**config.mk**
```make
export PLATFORM = sky130hd
export DESIGN_NAME = uart_tx_feeder
export DESIGN_NICKNAME = d
export VERILOG_FILES = /design/src/rtl/uart_tx_feeder_pkg.sv /design/src/rtl/uart_tx_fifo.sv /design/src/rtl/uart_tx_feeder.sv
export SDC_FILE = /design/constraint.sdc
export NUM_CORES = 1
export LEC_CHECK = 0
export ABC_CLOCK_PERIOD_IN_PS = 4400
export CORE_MARGIN = 4
export CORE_UTILIZATION = 55
export DETAILED_ROUTE_END_ITERATION = 6
export PLACE_DENSITY_LB_ADDON = 0.3
export SLEW_MARGIN = 20
export SYNTH_ARGS = -nofsm -noshare
export SYNTH_HDL_FRONTEND = slang
export SYNTH_SLANG_ARGS = --single-unit
```
**constraint.sdc**
```tcl
create_clock -name clk -period 4.4 [get_ports clk]
set_clock_uncertainty 0.15 [all_clocks]
set_input_delay 0.66 -clock clk [delete_from_list [all_inputs] [get_ports clk]]
set_output_delay 0.66 -clock clk [all_outputs]
set_load 0.05 [all_outputs]
```
**src/rtl/uart_tx_feeder_pkg.sv**
```systemverilog
// Shared definitions for the UART transmit feeder: FSM state encoding and
// the default frame length, shortened for simulation builds.
package uart_tx_feeder_pkg;

  typedef enum logic [1:0] {
    IDLE = 2'd0,
    LOAD = 2'd1,
    WAIT = 2'd2
  } feeder_state_e;

`ifdef SIM
  localparam int FRAME_CYC_DEF = 32'd570;
`else
  localparam int FRAME_CYC_DEF = 32'd52080;
`endif

  // Next FIFO occupancy given the accepted write/read strobes.
  function automatic logic [4:0] fifo_count_next(input logic [4:0] cnt,
                                                 input logic       wr_ok,
                                                 input logic       rd_ok);
    logic [4:0] res;
    case ({wr_ok, rd_ok})
      2'b10:   res = cnt + 5'd1;
      2'b01:   res = cnt - 5'd1;
      default: res = cnt;
    endcase
    return res;
  endfunction

endpackage

```
**src/rtl/uart_tx_fifo.sv**
```systemverilog
// Byte FIFO with registered read data (1-cycle latency); writes while full
// are dropped, even when a read happens in the same cycle.
module uart_tx_fifo
  import uart_tx_feeder_pkg::*;
#(
  parameter int FIFO_DEPTH = 16,
  parameter int FIFO_AW    = 4
) (
  input  logic       clk,
  input  logic       rst_n,
  input  logic       wr_en,
  input  logic [7:0] wr_data,
  input  logic       rd_en,
  output logic [7:0] rd_data,
  output logic       full,
  output logic       empty
);

  logic [7:0]         mem_q [FIFO_DEPTH];
  logic [FIFO_AW-1:0] wptr_q, wptr_d;
  logic [FIFO_AW-1:0] rptr_q, rptr_d;
  logic [FIFO_AW:0]   count_q, count_d;
  logic [7:0]         rd_data_q, rd_data_d;
  logic               wr_ok_s;
  logic               rd_ok_s;

  assign full    = (count_q == (FIFO_AW+1)'(FIFO_DEPTH));
  assign empty   = (count_q == '0);
  assign wr_ok_s = wr_en & ~full;
  assign rd_ok_s = rd_en & ~empty;
  assign rd_data = rd_data_q;

  // Pointer, occupancy and read-data next-state logic.
  always_comb begin
    wptr_d    = wptr_q;
    rptr_d    = rptr_q;
    rd_data_d = rd_data_q;
    count_d   = count_q;
    if (wr_ok_s) begin
      wptr_d = wptr_q + FIFO_AW'(1);
    end else begin
      wptr_d = wptr_q;
    end
    if (rd_ok_s) begin
      rptr_d    = rptr_q + FIFO_AW'(1);
      rd_data_d = mem_q[rptr_q];
    end else begin
      rptr_d    = rptr_q;
      rd_data_d = rd_data_q;
    end
    count_d = (FIFO_AW+1)'(fifo_count_next(5'(count_q), wr_ok_s, rd_ok_s));
  end

  // Control registers.
  always_ff @(posedge clk or negedge rst_n) begin
    if (!rst_n) begin
      wptr_q    <= '0;
      rptr_q    <= '0;
      count_q   <= '0;
      rd_data_q <= 8'h00;
    end else begin
      wptr_q    <= wptr_d;
      rptr_q    <= rptr_d;
      count_q   <= count_d;
      rd_data_q <= rd_data_d;
    end
  end

  // Storage array; contents are meaningless once the pointers are reset.
  always_ff @(posedge clk) begin
    if (wr_ok_s) begin
      mem_q[wptr_q] <= wr_data;
    end
  end

endmodule

```
**src/rtl/uart_tx_feeder.sv**
```systemverilog
// Feeds buffered bytes to a UART transmitter that has no busy output:
// one tx_trig pulse per byte, spaced by a full frame time.
module uart_tx_feeder
  import uart_tx_feeder_pkg::*;
#(
  parameter int FIFO_DEPTH = 16,
  parameter int FIFO_AW    = 4,
  parameter int FRAME_CYC  = FRAME_CYC_DEF,
  parameter int CNT_W      = 16
) (
  input  logic       clk,
  input  logic       rst_n,
  input  logic       wr_en,
  input  logic [7:0] wr_data,
  output logic       full,
  input  logic       tx_en,
  output logic       tx_trig,
  output logic [7:0] tx_data,
  output logic       busy,
  output logic       ovf
);

  feeder_state_e    state_q, state_d;
  logic [CNT_W-1:0] cnt_q, cnt_d;
  logic             tx_trig_q, tx_trig_d;
  logic [7:0]       tx_data_q, tx_data_d;
  logic             ovf_q, ovf_d;
  logic             rd_en_s;
  logic [7:0]       rd_data_s;
  logic             full_s;
  logic             empty_s;

  uart_tx_fifo #(
    .FIFO_DEPTH(FIFO_DEPTH),
    .FIFO_AW   (FIFO_AW)
  ) u_fifo (
    .clk    (clk),
    .rst_n  (rst_n),
    .wr_en  (wr_en),
    .wr_data(wr_data),
    .rd_en  (rd_en_s),
    .rd_data(rd_data_s),
    .full   (full_s),
    .empty  (empty_s)
  );

  assign full    = full_s;
  assign tx_trig = tx_trig_q;
  assign tx_data = tx_data_q;
  assign ovf     = ovf_q;
  assign busy    = (state_q != IDLE) | ~empty_s;

  // FSM next state, frame counter and transmitter-facing outputs.
  always_comb begin
    state_d   = state_q;
    cnt_d     = cnt_q;
    tx_trig_d = 1'b0;
    tx_data_d = tx_data_q;
    rd_en_s   = 1'b0;
    ovf_d     = ovf_q | (wr_en & full_s);
    case (state_q)
      IDLE: begin
        if (tx_en && !empty_s) begin
          rd_en_s = 1'b1;
          state_d = LOAD;
        end else begin
          state_d = IDLE;
        end
      end
      LOAD: begin
        tx_data_d = rd_data_s;
        tx_trig_d = 1'b1;
        cnt_d     = CNT_W'(FRAME_CYC - 1);
        state_d   = WAIT;
      end
      WAIT: begin
        if (cnt_q == '0) begin
          state_d = IDLE;
        end else begin
          cnt_d = cnt_q - CNT_W'(1);
        end
      end
      default: begin
        state_d = IDLE;
        cnt_d   = '0;
      end
    endcase
  end

  // State and output registers.
  always_ff @(posedge clk or negedge rst_n) begin
    if (!rst_n) begin
      state_q   <= IDLE;
      cnt_q     <= '0;
      tx_trig_q <= 1'b0;
      tx_data_q <= 8'h00;
      ovf_q     <= 1'b0;
    end else begin
      state_q   <= state_d;
      cnt_q     <= cnt_d;
      tx_trig_q <= tx_trig_d;
      tx_data_q <= tx_data_d;
      ovf_q     <= ovf_d;
    end
  end

endmodule

```
# [After elaboration in Yosys (flattened, before gate mapping)]
# Memories as Yosys holds them, arrays and structs flattened. A register that Yosys moved wholly into a read port is not among the register bits.
# Cells that the tools add are included.
[op_classes] muxes=11 addsub=5 bitwise_logic=8 n_eq_ne=7 n_reduce_logical=9
[ops] cell="case mux 16 bit (3 select lines)" n=1
[ops] cell="zero test 16 bit" n=1
[ops] cell="2-to-1 mux 16 bit" n=1
[ops] cell="subtractor 16 x 1 -> 16 bit, second input constant" n=1
[ops] cell="case mux 5 bit (2 select lines)" n=1
[ops] cell="adder 4 x 1 -> 4 bit, second input constant" n=2
[ops] cell="2-to-1 mux 1 bit" n=6
[ops] cell="case mux 2 bit (3 select lines)" n=1
[ops] cell="adder 5 x 1 -> 5 bit, second input constant" n=1
[ops] cell="== test 5 bit, second input constant" n=1
[ops] cell="zero test 5 bit" n=1
[ops] cell="subtractor 5 x 1 -> 5 bit, second input constant" n=1
[ops] cell="== test 2 x 1 -> 1 bit, second input constant" n=2
[ops] cell="== test 2 bit, second input constant" n=2
[ops] cell="inequality test 2 bit, second input constant" n=2
[ops] cell="nonzero test 2 bit" n=2
[ops] cell="bitwise AND 1 bit" n=3
[ops] cell="inverter 1 bit" n=3
[ops] cell="zero test 1 bit" n=2
[ops] cell="zero test 2 bit" n=1
[ops] cell="2-to-1 mux 2 bit" n=1
[ops] cell="bitwise OR 1 bit" n=2
[ops] cell="AND reduction 2 bit" n=1
[ops] cell="logical AND 1 bit" n=1
[word_totals] word_cells=49 output_inout_bits=12 in_bits=12 reg_bits=41 ramBits=128 n_memories=1
[memory_table] memory="u_fifo.mem_q" depth=16 word_bits=8 read_ports=1 rd_clocked_by_memory_dff=1 write_ports=1 line_no="uart_tx_fifo.sv:19" rtl="logic [7:0] mem_q [FIFO_DEPTH];"

# [Depth between registers and ports, before layout]
[depth] word_depth=8 ltp_mapped=15 ltp_nobuf=13

# [By module]
# A second synthesis with hierarchy kept.
[unflattened] hier_cells=470 hier_area_um2=7475.9
[modules_own_cells] module="uart_tx_fifo" instances=1 area_each_um2=5934.4 cells_per_inst=316 seq_area_each_um2=4369.2
[modules_own_cells] module="uart_tx_feeder" instances=1 area_each_um2=1541.5 cells_per_inst=154 seq_area_each_um2=700.7

# [Least setup slack after synthesis]
# No wires, ideal clock.
[synth_timing] kind="flip-flop to flip-flop" start="register u_fifo.count_q[1]" end="register u_fifo.count_q[4]" slack_ns=1.212 path_stages_with_launch=16 synth_period_minus_slack_ns=3.188 arrival_ns=2.959 required_ns=4.171 setup_time_ns=0.079 path_buffers=3 cell_sequence="dfrtp_1 -> clkbuf_1 -> nor4_1 -> nor2b_1 -> or2_1 -> buf_2 -> inv_2 -> ha_1 -> clkbuf_1 -> xor2_1 -> ha_1 -> o21a_1 -> o221a_2 -> o21a_1 -> nor3_1 -> xor2_1"
[synth_between] elab_chain_len=8 word_cells_on_any_way=16 classes_between="add/sub (2); eq/ne (3); mux (3); bitwise (4); reduce/logical (4)"
[synth_rtl] element="start: declaration" line_no="uart_tx_fifo.sv:22" rtl="logic [FIFO_AW:0] count_q, count_d;"
[synth_rtl] element="start signal: assignment" line_no="uart_tx_fifo.sv:64" rtl="count_q <= count_d;"
[synth_rtl] element="zero test 5 bit *" line_no="uart_tx_fifo.sv:28" rtl="assign empty = (count_q == '0);"
[synth_rtl] element="zero test 1 bit" line_no="uart_tx_feeder.sv:63" rtl="if (tx_en && !empty_s) begin"
[synth_rtl] element="logical AND 1 bit" line_no="uart_tx_feeder.sv:63"
[synth_rtl] element="2-to-1 mux 1 bit" line_no="uart_tx_feeder.sv:63"
[synth_rtl] element="2-to-1 mux 1 bit" line_no="uart_tx_feeder.sv:61" rtl="case (state_q)"
[synth_rtl] element="bitwise AND 1 bit *" line_no="uart_tx_fifo.sv:30" rtl="assign rd_ok_s = rd_en & ~empty;"
[synth_rtl] element="named net u_fifo.rd_ok_s" line_no="uart_tx_fifo.sv:25" rtl="logic rd_ok_s;"
[synth_rtl] element="== test 2 x 1 -> 1 bit or == test 2 bit (tied branches)" line_no="uart_tx_feeder_pkg.sv:22" rtl="case ({wr_ok, rd_ok})"
[synth_rtl] element="case mux 5 bit (2 select lines) or nonzero test 2 bit (tied branches)"
# Mark *: on every way through the listed nets, which the timed path passes. The rest lies on a longest branch.
# A chain may end at the register's enable or synchronous reset.

# [Worst setup path in the final report]
# Same ends and word-level chain as after synthesis.

==> impl_metrics.csv <==
group,metric,value,unit
route,drc,0,
sta,slew_headroom,37.64,%
worst_setup_path,cp_data_arrival_time,3.96,ns
placement,place_area,0.007787,mm2
route,ant_nets,0,
floorplanning,io_pins,24,
finish,multi_input_area,0.002193,mm2
global_routing,grt_util_met3,5.722,%
logic_synthesis,synth.area.top_cells,"edfxtp_1, dfrtp_1, mux4_2",
sta,fin_crit_sh,85.20,%
finish,nets,520,
sta,final_hold_viol_count,0,
sta,slew_violations,0,
pwr,p_leak,2.884,nW
min_path,hp-class,"in -> async",
placement,port_buffers,23,
cts,cts_tree,"yes",
finish,fillers,953,
pwr,vdd_ir_drop_max,0.3190,mV
worst_setup_path,startpoint,"u_fifo.count_q[1]$_DFFE_PN0P_",
logic_synthesis,ys_seq_elements,177,
route,wl,13790,um
global_routing,overflow,0,
logic_synthesis,ys_seq_area_share,68.27,%
route,dr.pass1.iters,5,
placement,routabilityCongestion,0.8736,
global_routing,grt_usage,19.69,%
finish,diodes,0,
logic_synthesis,synth.most_common_cell,"edfxtp_1",
placement,hpwl,8902,um
floorplanning,core-area,0.01324,mm2
finish,fin_area,0.008353,mm2
logic_synthesis,synth.avg_cell_area,15.70,um2
logic_synthesis,synthArstFlopShare,27.68,%
worst_setup_path,worst_setup_path_end_kind,"flop",
route,first_iter_violations,378,
finish,drive_gt1_share,17.13,%
cts,root_buffer,"clkbuf_16",
worst_setup_path,path_max_fanout,19,
cts,cts_buffers,17,
logic_synthesis,synth_edf_count,128,
global_routing,grt_pass1_vias,4101,
logic_synthesis,ys_top_cells_by_count,"edfxtp_1, dfrtp_1, nand2_1, mux4_2, nor2_1",
finish,area_growth,12.49,%
sta,fin_crit,3.749,ns
cts,htree_levels,4,
worst_setup_path,start_kind,"flop",
finish,final_util,63.08,%
logic_synthesis,synthCells,473,
logic_synthesis,synth_top_area_share,51.76,%
logic_synthesis,yosysWarnings,0,
cts,max-clock-path-buffers,2,
route,num_vias,4115,
global_routing,antenna_found_initial,0,
logic_synthesis,syn_nets,498,
logic_synthesis,netlist_area,0.007426,mm2
sta,rsz0062_at_grt,"no",
cts,cts_resized,0,
sta,hold-worst-slack,0.09162,ns
floorplanning,row_count,42,
run_status,outcome,"finished, final reports clean",
logic_synthesis,synth_top_area_cell,"edfxtp_1",
route,avgViaCountPerCell,6.016,
worst_setup_path,critical_path_class,"reg -> reg",
logic_synthesis,ys_types,53,
run,cap_viol_max_count,0,
sta,finalSetupViolations,0,
route,wl_per_cell,20.17,um
cts,numClockSinks,177,
logic_synthesis,synth_flop_cell,"edfxtp_1",
global_routing,grt_util_met2,31.22,%
cts,holdBufCountCts,0,
floorplanning,die_w,124.2,um
floorplanning,die-height,124.2,um
sta,worst_pin_slew,0.9320,ns
cts,clkLatencyLatePin,0.43,ns
cts,cts_setup_buffers,0,
global_routing,use_met1,27.25,%
floorplanning,die_area,0.01542,mm2
finish,register_area,0.005070,mm2
global_routing,grt_max_degree,50,
cts,path_clk_slew,0.07,ns
pwr,p_per_area,463.9,mW/mm2
floorplanning,initial_core_util,56.08,%
worst_setup_path,required,4.61,ns
global_routing,grt.busiest_layer,"met2",
placement,dp_worst_setup_slack,0.6628,ns
sta,fin_tns_setup,0,ns
global_routing,grt_pass1_wl,22070,um
sta,fmaxAchievable,266.8,MHz
worst_setup_path,r2r_start,"u_fifo.count_q[1]$_DFFE_PN0P_",
sta,layout_setup_ws,0.6512,ns
==> through the flow <==
step / std cells / total power [mW]
finish: 684 / 3.875
global route: 684 / 4.039
floorplan: 473 / 2.324
global placement: 652 / 2.437
detailed placement: 652 / 2.467
CTS: 684 / 3.893
==> final timing paths <==
path	cells past startpoint	end	slack, ns
max reg2reg	12	u_fifo.count_q[4]$_DFFE_PN0P_	0.65
max	12	u_fifo.count_q[4]$_DFFE_PN0P_	0.65
min	1	cnt_q[8]$_DFFE_PN0P_	0.09
min reg2reg	1	ovf$_DFF_PN0_	0.31
min in group clk	1	ovf$_DFF_PN0_	0.31
max in group asynchronous	1	u_fifo.rd_data[4]$_DFFE_PN0P_	3.58
==> critical path, stage by stage, from the launching register on <==
cell and delay, ns:
dfrtp_1 0.46, nor4_1 0.39, nor2b_1 0.24, or2_1 0.53, inv_2 0.16, ha_1 0.37, xor2_1 0.20, ha_1 0.23
a21boi_1 0.15, o221a_2 0.29, o21a_1 0.17, nor3_1 0.17, xor2_1 0.16
==> per-layer routing <==
| metal | part of all wire (%) | vias to the layer above | wire length (um) |
|---|---|---|---|
| met5 | 0 | - | 0 |
| met1 | 44 | 2104 | 6132 |
| met2 | 49 | 134 | 6777 |
| met4 | 0.84 | 0 | 116 |
| met3 | 5.6 | 11 | 766 |
| li1 | - | 1866 | - |
==> state kept, by name (all words and copies together) (netlist names) <==
| signal | count |
|---|---|
| u_fifo.wptr_q | 4 |
| u_fifo.mem_q | 128 |
| ovf | 1 |
| tx_trig | 1 |
| u_fifo.rptr_q | 4 |
| state_q | 2 |
| tx_data | 8 |
| u_fifo.rd_data | 8 |
| u_fifo.count_q | 5 |
| cnt_q | 16 |
==> cell type report <==
| class | instances | area share (%) |
|---|---|---|
| Clock buffer | 17 | 5.093 |
| Clock inverter | 15 | 1.648 |
| Inverter | 9 | 0.4044 |
| Multi-Input combinational cell | 261 | 26.26 |
| Sequential cell | 177 | 60.70 |
| Tap cell | 176 | 2.636 |
| Timing Repair Buffer | 29 | 3.265 |
==> placed cells by master (no fill, tap or decap), drive strengths merged, types with 13 or more instances in the layout <==
cell type      Yosys  routed
clkbuf            11      17
clkdlybuf4s50      0      22
dfrtp             49      49
edfxtp           128     128
ha                13      13
inv                9      20
mux4              32      32
nand2             45      45
nor2              27      27
o21ai             24      24
==> kinds of logic after synthesis <==
family	after synthesis	synth area share, %
muxes	49	12.15
xor gates and xnor gates	12	1.415
adders and majority gates	13	2.190
DFF	177	68.27
and+or+nand+nor	124	8.206
AOI/OAI and AO/OA	63	5.577
buffers and inverters	35	2.190
==> power by group <==
group	switching, mW	internal (mW)
logic	0.236	0.146
clock network	0.689	0.752
registers	0.0925	1.96
(Power assumes the default switching activity.)
